**config.mk**
```make
export PLATFORM = sky130hd
export DESIGN_NAME = k10_instr_enc
export DESIGN_NICKNAME = d
export VERILOG_FILES = /design/src/rtl/k10_instr_enc.sv
export SDC_FILE = /design/constraint.sdc
export NUM_CORES = 1
export LEC_CHECK = 0
export CORE_MARGIN = 4
export CORE_UTILIZATION = 45
export CTS_BUF_LIST = sky130_fd_sc_hd__clkbuf_16
export CTS_CLUSTER_SIZE = 24
export DETAILED_ROUTE_END_ITERATION = 8
export GPL_ROUTABILITY_DRIVEN = 1
export PLACE_DENSITY_LB_ADDON = 0.3
export SLEW_MARGIN = 25
export SYNTH_ARGS = -nofsm -noshare
export SYNTH_HDL_FRONTEND = slang
export SYNTH_SLANG_ARGS = --single-unit
```
**constraint.sdc**
```tcl
create_clock -name i_clk -period 2.7 [get_ports i_clk]
set_clock_uncertainty 0.05 [all_clocks]
set_input_delay 0.27 -clock i_clk [delete_from_list [all_inputs] [get_ports i_clk]]
set_output_delay 0.27 -clock i_clk [all_outputs]
set_load 0.01 [all_outputs]
```
**src/rtl/k10_instr_enc.sv**
```systemverilog
// k10_instr_enc -- two-stage RV32I instruction word encoder.
//
// Takes decoded instruction fields plus a 32-bit immediate and produces the
// packed RV32I word together with a status code. The immediate is checked
// against the range and alignment that the target format can represent. When
// the status is not OK, the emitted word is forced to zero.
//
// Pipeline:
//   S1 : registers the request fields. Format and status are derived
//        combinationally from these registers.
//   S2 : holds the formatted word and status that drive the outputs.
//
// Handshake: a transfer happens on a rising edge where valid && ready are both
// high. A producer holds valid and its payload until that edge. The ready
// signal never depends on the valid of the same port.
//
// Ports:
//   i_clk, i_rst_n         clock, asynchronous active-low reset
//   i_flush                synchronous flush: drops both stages on the next edge
//   i_valid / o_ready      request handshake
//   i_opcode .. i_imm      request fields (opcode, rd, rs1, rs2, funct3,
//                          funct7, csr, immediate)
//   o_valid / i_ready      result handshake
//   o_instr                encoded word (zero unless the status is OK)
//   o_err                  00 OK, 01 RANGE, 10 ALIGN, 11 UNSUP
//   o_n_ok / o_n_err       saturating counts of delivered results
module k10_instr_enc (
  input  logic        i_clk,
  input  logic        i_rst_n,
  input  logic        i_flush,
  input  logic        i_valid,
  output logic        o_ready,
  input  logic [6:0]  i_opcode,
  input  logic [4:0]  i_rd,
  input  logic [4:0]  i_rs1,
  input  logic [4:0]  i_rs2,
  input  logic [2:0]  i_funct3,
  input  logic [6:0]  i_funct7,
  input  logic [11:0] i_csr,
  input  logic [31:0] i_imm,
  output logic        o_valid,
  input  logic        i_ready,
  output logic [31:0] o_instr,
  output logic [1:0]  o_err,
  output logic [15:0] o_n_ok,
  output logic [15:0] o_n_err
);

  // RV32I base opcodes
  localparam logic [6:0] OPC_LOAD   = 7'h03;
  localparam logic [6:0] OPC_OP_IMM = 7'h13;
  localparam logic [6:0] OPC_AUIPC  = 7'h17;
  localparam logic [6:0] OPC_STORE  = 7'h23;
  localparam logic [6:0] OPC_OP     = 7'h33;
  localparam logic [6:0] OPC_LUI    = 7'h37;
  localparam logic [6:0] OPC_BRANCH = 7'h63;
  localparam logic [6:0] OPC_JALR   = 7'h67;
  localparam logic [6:0] OPC_JAL    = 7'h6F;
  localparam logic [6:0] OPC_SYSTEM = 7'h73;

  localparam logic [1:0] ERR_OK    = 2'b00;
  localparam logic [1:0] ERR_RANGE = 2'b01;
  localparam logic [1:0] ERR_ALIGN = 2'b10;
  localparam logic [1:0] ERR_UNSUP = 2'b11;

  // Stage 1 registers
  logic        r_s1_valid;
  logic [6:0]  r_s1_opcode;
  logic [4:0]  r_s1_rd;
  logic [4:0]  r_s1_rs1;
  logic [4:0]  r_s1_rs2;
  logic [2:0]  r_s1_funct3;
  logic [6:0]  r_s1_funct7;
  logic [11:0] r_s1_csr;
  logic [31:0] r_s1_imm;

  // Stage 2 registers
  logic        r_s2_valid;
  logic [31:0] r_s2_instr;
  logic [1:0]  r_s2_err;

  logic [15:0] r_n_ok;
  logic [15:0] r_n_err;

  logic [31:0] w_fmt;
  logic        w_range;
  logic        w_align;
  logic        w_unsup;
  logic [1:0]  w_err;
  logic [31:0] w_word;
  logic        w_s2_free;
  logic        w_s1_free;
  logic        w_in_fire;
  logic        w_out_fire;
  logic        w_cnt_fire;
  logic [31:0] w_imm;

  assign w_imm = r_s1_imm;

  // Format selection and range/alignment status from the S1 registers.
  // "All-equal" checks mean that the upper bits are a pure sign extension.
  always_comb begin
    w_fmt   = 32'h0;
    w_range = 1'b0;
    w_align = 1'b0;
    w_unsup = 1'b0;
    case (r_s1_opcode)
      OPC_LOAD, OPC_JALR: begin
        w_fmt   = {w_imm[11:0], r_s1_rs1, r_s1_funct3, r_s1_rd, r_s1_opcode};
        w_range = !((&w_imm[31:11]) || !(|w_imm[31:11]));
      end
      OPC_OP_IMM: begin
        if (r_s1_funct3 == 3'b001 || r_s1_funct3 == 3'b101) begin
          // Shift amount is an unsigned 5-bit field; funct7 selects logical/arith.
          w_fmt   = {r_s1_funct7, w_imm[4:0], r_s1_rs1, r_s1_funct3, r_s1_rd, r_s1_opcode};
          w_range = |w_imm[31:5];
        end else begin
          w_fmt   = {w_imm[11:0], r_s1_rs1, r_s1_funct3, r_s1_rd, r_s1_opcode};
          w_range = !((&w_imm[31:11]) || !(|w_imm[31:11]));
        end
      end
      OPC_STORE: begin
        w_fmt   = {w_imm[11:5], r_s1_rs2, r_s1_rs1, r_s1_funct3, w_imm[4:0], r_s1_opcode};
        w_range = !((&w_imm[31:11]) || !(|w_imm[31:11]));
      end
      OPC_BRANCH: begin
        w_fmt   = {w_imm[12], w_imm[10:5], r_s1_rs2, r_s1_rs1, r_s1_funct3,
                   w_imm[4:1], w_imm[11], r_s1_opcode};
        w_align = w_imm[0];
        w_range = !((&w_imm[31:12]) || !(|w_imm[31:12]));
      end
      OPC_LUI, OPC_AUIPC: begin
        w_fmt   = {w_imm[31:12], r_s1_rd, r_s1_opcode};
        w_range = |w_imm[11:0];
      end
      OPC_JAL: begin
        w_fmt   = {w_imm[20], w_imm[10:1], w_imm[11], w_imm[19:12], r_s1_rd, r_s1_opcode};
        w_align = w_imm[0];
        w_range = !((&w_imm[31:20]) || !(|w_imm[31:20]));
      end
      OPC_SYSTEM: begin
        w_fmt   = {r_s1_csr, w_imm[4:0], r_s1_funct3, r_s1_rd, r_s1_opcode};
        w_range = |w_imm[31:5];
      end
      OPC_OP: begin
        w_fmt = {r_s1_funct7, r_s1_rs2, r_s1_rs1, r_s1_funct3, r_s1_rd, r_s1_opcode};
      end
      default: begin
        w_unsup = 1'b1;
      end
    endcase

    if (w_unsup)      w_err = ERR_UNSUP;
    else if (w_align) w_err = ERR_ALIGN;
    else if (w_range) w_err = ERR_RANGE;
    else              w_err = ERR_OK;

    w_word = (w_err == ERR_OK) ? w_fmt : 32'h0;
  end

  // Flow control: each stage is free when empty or when it drains this cycle.
  assign w_out_fire = r_s2_valid && i_ready;
  assign w_s2_free  = !r_s2_valid || i_ready;
  assign w_s1_free  = !r_s1_valid || w_s2_free;
  // Reset gates ready directly so that no request is taken while it is held.
  assign o_ready    = i_rst_n && !i_flush && w_s1_free;
  assign w_in_fire  = i_valid && o_ready;
  // A result presented during a flush is discarded, so it is not counted.
  assign w_cnt_fire = w_out_fire && !i_flush;

  always_ff @(posedge i_clk or negedge i_rst_n) begin
    if (!i_rst_n) begin
      r_s1_valid  <= 1'b0;
      r_s1_opcode <= 7'h0;
      r_s1_rd     <= 5'h0;
      r_s1_rs1    <= 5'h0;
      r_s1_rs2    <= 5'h0;
      r_s1_funct3 <= 3'h0;
      r_s1_funct7 <= 7'h0;
      r_s1_csr    <= 12'h0;
      r_s1_imm    <= 32'h0;
    end else begin
      if (i_flush)        r_s1_valid <= 1'b0;
      else if (w_s1_free) r_s1_valid <= w_in_fire;
      if (w_in_fire) begin
        r_s1_opcode <= i_opcode;
        r_s1_rd     <= i_rd;
        r_s1_rs1    <= i_rs1;
        r_s1_rs2    <= i_rs2;
        r_s1_funct3 <= i_funct3;
        r_s1_funct7 <= i_funct7;
        r_s1_csr    <= i_csr;
        r_s1_imm    <= i_imm;
      end
    end
  end

  always_ff @(posedge i_clk or negedge i_rst_n) begin
    if (!i_rst_n) begin
      r_s2_valid <= 1'b0;
      r_s2_instr <= 32'h0;
      r_s2_err   <= ERR_OK;
    end else begin
      if (i_flush)        r_s2_valid <= 1'b0;
      else if (w_s2_free) r_s2_valid <= r_s1_valid;
      // Data only moves when a real entry advances, so held outputs stay put.
      if (!i_flush && w_s2_free && r_s1_valid) begin
        r_s2_instr <= w_word;
        r_s2_err   <= w_err;
      end
    end
  end

  always_ff @(posedge i_clk or negedge i_rst_n) begin
    if (!i_rst_n) begin
      r_n_ok  <= 16'h0;
      r_n_err <= 16'h0;
    end else if (w_cnt_fire) begin
      if (r_s2_err == ERR_OK) begin
        if (r_n_ok != 16'hFFFF) r_n_ok <= r_n_ok + 16'd1;
      end else begin
        if (r_n_err != 16'hFFFF) r_n_err <= r_n_err + 16'd1;
      end
    end
  end

  assign o_valid = r_s2_valid;
  assign o_instr = r_s2_instr;
  assign o_err   = r_s2_err;
  assign o_n_ok  = r_n_ok;
  assign o_n_err = r_n_err;

endmodule
```
## Yosys cells after proc, flatten, opt, wreduce, memory -nomap -nowiden

Cells that the tools add are included.

| word-level totals | value |
|---|---|
| register bits after elaboration | 144 |

| cells by class | value |
|---|---|
| bitwise logic cells | 1 |
| mux-type cells | 13 |
| reductions and logical operators | 41 |
| equality and inequality tests | 14 |
| add/subtract/negate cells | 2 |

Operator list:

| kind | count |
|---|---|
| $pmux 32 s8 | 1 |
| $mux 32 | 2 |
| $add 16x1->16 const B | 2 |
| $ne 16x16->1 const B | 2 |
| $eq 7x7->1 const B | 4 |
| $reduce_or 27->1 | 1 |
| $reduce_or 12->1 | 2 |
| $eq 7x6->1 const B | 3 |
| $reduce_and 21->1 | 1 |
| $reduce_or 21->1 | 1 |
| $reduce_and 20->1 | 1 |
| $reduce_or 20->1 | 1 |
| $eq 7x5->1 const B | 2 |
| $reduce_and 12->1 | 1 |
| $reduce_or 10->1 | 1 |
| $logic_not 1->1 | 9 |
| $eq 7x2->1 const B | 1 |
| $logic_and 1x1->1 | 7 |
| $mux 1 | 7 |
| $logic_or 1x1->1 | 6 |
| $pmux 1 s6 | 1 |
| $reduce_and 3->1 | 2 |
| $reduce_or 2->1 | 3 |
| $logic_not 2->1 | 2 |
| 6 further kinds | 8 |

## Logic depth before layout (Yosys ltp)

| logic depth | value |
|---|---|
| depth in word-level cells | 11 |
| mapped depth | 8 |
| depth with buffers taken out | 7 |

## Worst setup path after synthesis

OpenSTA, ideal clock, no wires.

| timing path | value |
|---|---|
| kind | reg-to-reg |
| start | register r_s2_valid, in the netlist o_valid |
| end | register r_s2_instr[31], in the netlist o_instr[31] |
| stages on the path, launching flop included | 8 |
| path buffers | 1 |
| slack | 0.664 ns |
| library setup time | 0.130 ns |
| period minus slack after synthesis | 2.036 ns |
| arrival | 1.855 ns |
| cells stage by stage | dfrtp_1 nor2b_1 or3b_2 clkbuf_1 a222oi_1 o21ai_0 a221oi_1 a21oi_1 |

| between the ends | value |
|---|---|
| cells in the longest elaborated chain, start to end | 4 |

RTL lines:

| what | RTL line | RTL |
|---|---|---|
| from (decl) | 78 | `logic r_s2_valid;` |
| from (signal assigned) | 205 | `else if (w_s2_free) r_s2_valid <= r_s1_valid;` |
| $logic_not 1->1 | 163 | `assign w_s2_free = !r_s2_valid \|\| i_ready;` |
| $logic_or 1x1->1 | 163 |  |
| $logic_and 1x1->1 (2 in a row) | 207 | `if (!i_flush && w_s2_free && r_s1_valid) begin` |
| to (signal assigned) | 208 | `r_s2_instr <= w_word;` |
| to (decl) | 79 | `logic [31:0] r_s2_instr;` |

Every way passes these cells.
A chain may end at the register's enable or synchronous reset.

## Final worst setup path

| timing path | value |
|---|---|
| start | input i_rst_n |
| end | output o_ready |

| between the ends | value |
|---|---|
| cells in the longest elaborated chain, start to end | 2 |

RTL lines:

| what | RTL line | RTL |
|---|---|---|
| from (decl) | 29 | `input logic i_rst_n,` |
| $logic_and 1x1->1 (2 in a row) | 166 | `assign o_ready = i_rst_n && !i_flush && w_s1_free;` |
| to (decl) | 32 | `output logic o_ready,` |

Every way passes these cells.

==> flow_summary_export.csv <==
group,metric,value,unit
global_routing,grt_pass1_vias,5393,
critical_path,r2r_setup_slack,0.36,ns
timing,finalCritPeriodShare,91.16,%
drt,viasPerCell,5.722,
floorplan,die_h,128.8,um
drt,via_count,5247,
power_and_ir_drop,powerDensity,670.6,nW/um^2
status,status,"finished, final reports clean",
drt,wire_per_inst,18.99,um
clocking,cts_buffers,17,
timing,period_needed,2.461,ns
power_and_ir_drop,pwr-share-comb,13.8,%
timing,rsz0062_at_grt,"no",
drt,firstDrtPassIters,6,
logic_synthesis,ys_seq_area_share,54.89,%
placement,place_ws,0.3408,ns
critical_path,crit_type,"in2out",
layout,multi_input_area,2811,um^2
logic_synthesis,netlist_instances,571,
power_and_ir_drop,power.internal,4488,uW
global_routing,grt_max_degree,88,
drt,wl_met1,7420,um
flow_run,maxCapViolCount,0,
floorplan,die_area,16590,um^2
placement,dp_hpwl,12500,um
clocking,clkSinkCount,144,
layout,syn2layout_area_growth,35.94,%
clocking,cts_hold_buf,1,
drt,ant_nets,0,
layout,drive_above_1_share,17.77,%
placement,io_buffers,148,
critical_path,path_delay_family,"buffers and inverters",
clocking,cts_buffer_depth,2,
logic_synthesis,syn_area_per_cell,11.50,um^2
logic_synthesis,async_flop_share,100.0,%
drt,met3RoutedLength,1343,um
drt,drc,0,
clocking,clkTransAtPathRegs,0.06,ns
global_routing,overflow,0,
timing,max_freq,0.4063,GHz
power_and_ir_drop,clkPwrFrac,41.6,%
layout,ff_latch_area,3603,um^2
timing,setup_viol,0,
placement,place_congestion,0.8509,
timing,hold_violations,0,
floorplan,core_area,14100,um^2
power_and_ir_drop,p_switching,1498,uW
layout,finalNetCount,809,
drt,routed-wl-met2,8427,um
layout,diodes,0,
clocking,cts_root_buf,"clkbuf_16",
critical_path,arrival,2.14,ns
drt,drtIter0Drc,445,
logic_synthesis,ys_warn_count,0,
logic_synthesis,ys_seq_elements,144,
critical_path,cp.required,2.38,ns
floorplan,die_x,128.8,um
global_routing,antenna_found_initial,0,
drt,top_layer,"met4",
logic_synthesis,synth_nets,654,
power_and_ir_drop,swShare,25.02,%
floorplan,rows,43,
floorplan,io_pins,149,
power_and_ir_drop,ir_drop,473.1,uV
clocking,postCtsSetupRepairBufs,0,
clocking,insertion_delay,0.42,ns
logic_synthesis,yosys-top-cells-area,"dfrtp_1, mux2_2, nand2_1",
global_routing,grt_usage,21.69,%
power_and_ir_drop,power_frac_seq,44.6,%
critical_path,cp_slowest_cell,"clkdlybuf4s50_1",
logic_synthesis,yosysMostFrequentCell,"dfrtp_1",
floorplan,start_util,46.57,%
critical_path,cpPeakStageDelay,0.64,ns
logic_synthesis,yosysTopAreaCell,"dfrtp_1",
critical_path,crit_path_end_kind,"output port",
logic_synthesis,synth_edf_count,0,
min_path,hold_class,"in2async",
logic_synthesis,synthDistinctLibCells,55,
timing,setup_tns,0,ns
clocking,cts_tree,"built",
clocking,cts-resized-gates,0,
drt,wl,17420,um
global_routing,grt_pass1_wl,28140,um
logic_synthesis,yosys-top-cells-count,"dfrtp_1, mux2_2, nand2_1",
clocking,cts-htree-levels,4,
timing,slew_headroom,47.47,%
critical_path,crit_chain,"dlygate4sd3_1 > buf_6 > inv_1 > a311oi_1 > clkdlybuf4s50_1",
layout,fillers,1109,
critical_path,cp_max_fo,13,
logic_synthesis,synthesis.area,6565,um^2
power_and_ir_drop,p_leak,0.003667,uW
logic_synthesis,synthDominantCellAreaShare,54.89,%
critical_path,path_buf_inv,4,
critical_path,startpoint_type,"input port",
timing,slew_violations,0,
timing,worst_slack,0.2387,ns
logic_synthesis,synthFlopType,"dfrtp_1",
timing,tightest_slew,0.7880,ns
routing by layer:
metal / up-vias / track usage [%]
met5: - / 0
met4: 0 / 6.733
met3: 20 / 5.313
met2: 232 / 34.94
met1: 2581 / 29.12
li1: 2414 / -
metrics by stage:
step | hold WS [ns] | utilization, % | total power [uW] | cells | instance area (um^2)
finish | 0.1704 | 63.31 | 5985 | 917 | 8925
floorplan | -0.07559 | - | 3093 | 571 | 6565
CTS | 0.1583 | 63.29 | 6020 | 917 | 8921
global placement | 0.03500 | 58.81 | 3495 | 886 | 8290
global route | 0.1763 | 63.31 | 6240 | 917 | 8925
detailed placement | 0.03943 | 58.81 | 3528 | 886 | 8290
worst reg2reg max path: cells and delay by family, from the launching register on:
| family | cells | cell delay (ns) |
|---|---|---|
| and+or+nand+nor | 3 | 0.82 |
| AOI/OAI and AO/OA | 3 | 0.74 |
| DFF | 1 | 0.41 |
| buffers and inverters | 1 | 0.20 |
layout by cell type (no fill, tap or decap), types with 3 or more instances in the layout:
| cell | instances |
|---|---|
| clkinvlp_4 | 3 |
| a21oi_1 | 14 |
| dfrtp_1 | 144 |
| a22oi_1 | 26 |
| xor2_1 | 8 |
| clkinv_2 | 3 |
| nor3_1 | 7 |
| and2_1 | 3 |
| bufinv_16 | 5 |
| mux2_2 | 78 |
| and3_1 | 7 |
| nand2b_1 | 5 |
| nor2b_1 | 3 |
| buf_4 | 12 |
| nor2_1 | 21 |
| nand4_1 | 18 |
| o21ai_0 | 16 |
| nand2_1 | 70 |
| clkdlybuf4s50_1 | 147 |
| xnor2_1 | 20 |
| a222oi_1 | 12 |
| clkbuf_16 | 17 |
| nand3b_1 | 4 |
| a31oi_1 | 3 |
| nand3_1 | 19 |
| inv_1 | 8 |
| a221oi_1 | 8 |
| nor4_1 | 7 |
| o21ai_1 | 7 |
cell type report:
| cell class | instances | area share [%] |
|---|---|---|
| clock inverter | 13 | 2.187 |
| sequential | 144 | 40.38 |
| clock buffer | 17 | 4.767 |
| inverter | 8 | 0.3365 |
| tap | 180 | 2.523 |
| timing repair buffer | 164 | 18.31 |
| multi-input combinational | 391 | 31.50 |
power groups by stage:
stage	Combinational, uW	Clock [uW]	Sequential (uW)
6_report	827	2490	2670
5_1_grt	914	2620	2700
4_1_cts	834	2520	2670
3_5_place_dp	828	0	2700
3_3_place_gp	809	0	2690
2_1_floorplan	482	0	2610
flip-flops by register name (all words and copies together) (netlist names), 7 cells and up:
name	flops
r_s1_csr	12
r_s1_imm	32
o_n_ok	16
o_instr	32
r_s1_opcode	7
o_n_err	16
r_s1_funct7	7
final timing paths:
check / from / to / cells past startpoint
setup / recovery: i_rst_n / o_ready / 5
hold / removal: i_rst_n / o_n_err[11]$_DFFE_PN0P_ / 2
setup reg to reg: r_s1_imm[10]$_DFFE_PN0P_ / o_instr[29]$_DFFE_PN0P_ / 7
hold reg to reg: o_instr[10]$_DFFE_PN0P_ / o_instr[10]$_DFFE_PN0P_ / 2
max in group asynchronous: i_rst_n / o_instr[28]$_DFFE_PN0P_ / 3
min in group i_clk: i_imm[12] / r_s1_imm[12]$_DFFE_PN0P_ / 2
cells by family after synthesis:
| kind of cell | after synthesis | share of synthesized area, % |
|---|---|---|
| adder cells (fa/ha/maj) | 2 | 0.3811 |
| AND/OR/NAND/NOR | 177 | 13.47 |
| AO/OA/AOI/OAI | 104 | 11.44 |
| buffers and inverters | 36 | 2.401 |
| multiplexers | 80 | 13.68 |
| flip-flops | 144 | 54.89 |
| XOR/XNOR | 28 | 3.736 |
Note: power is estimated with default switching activity, not from simulation.
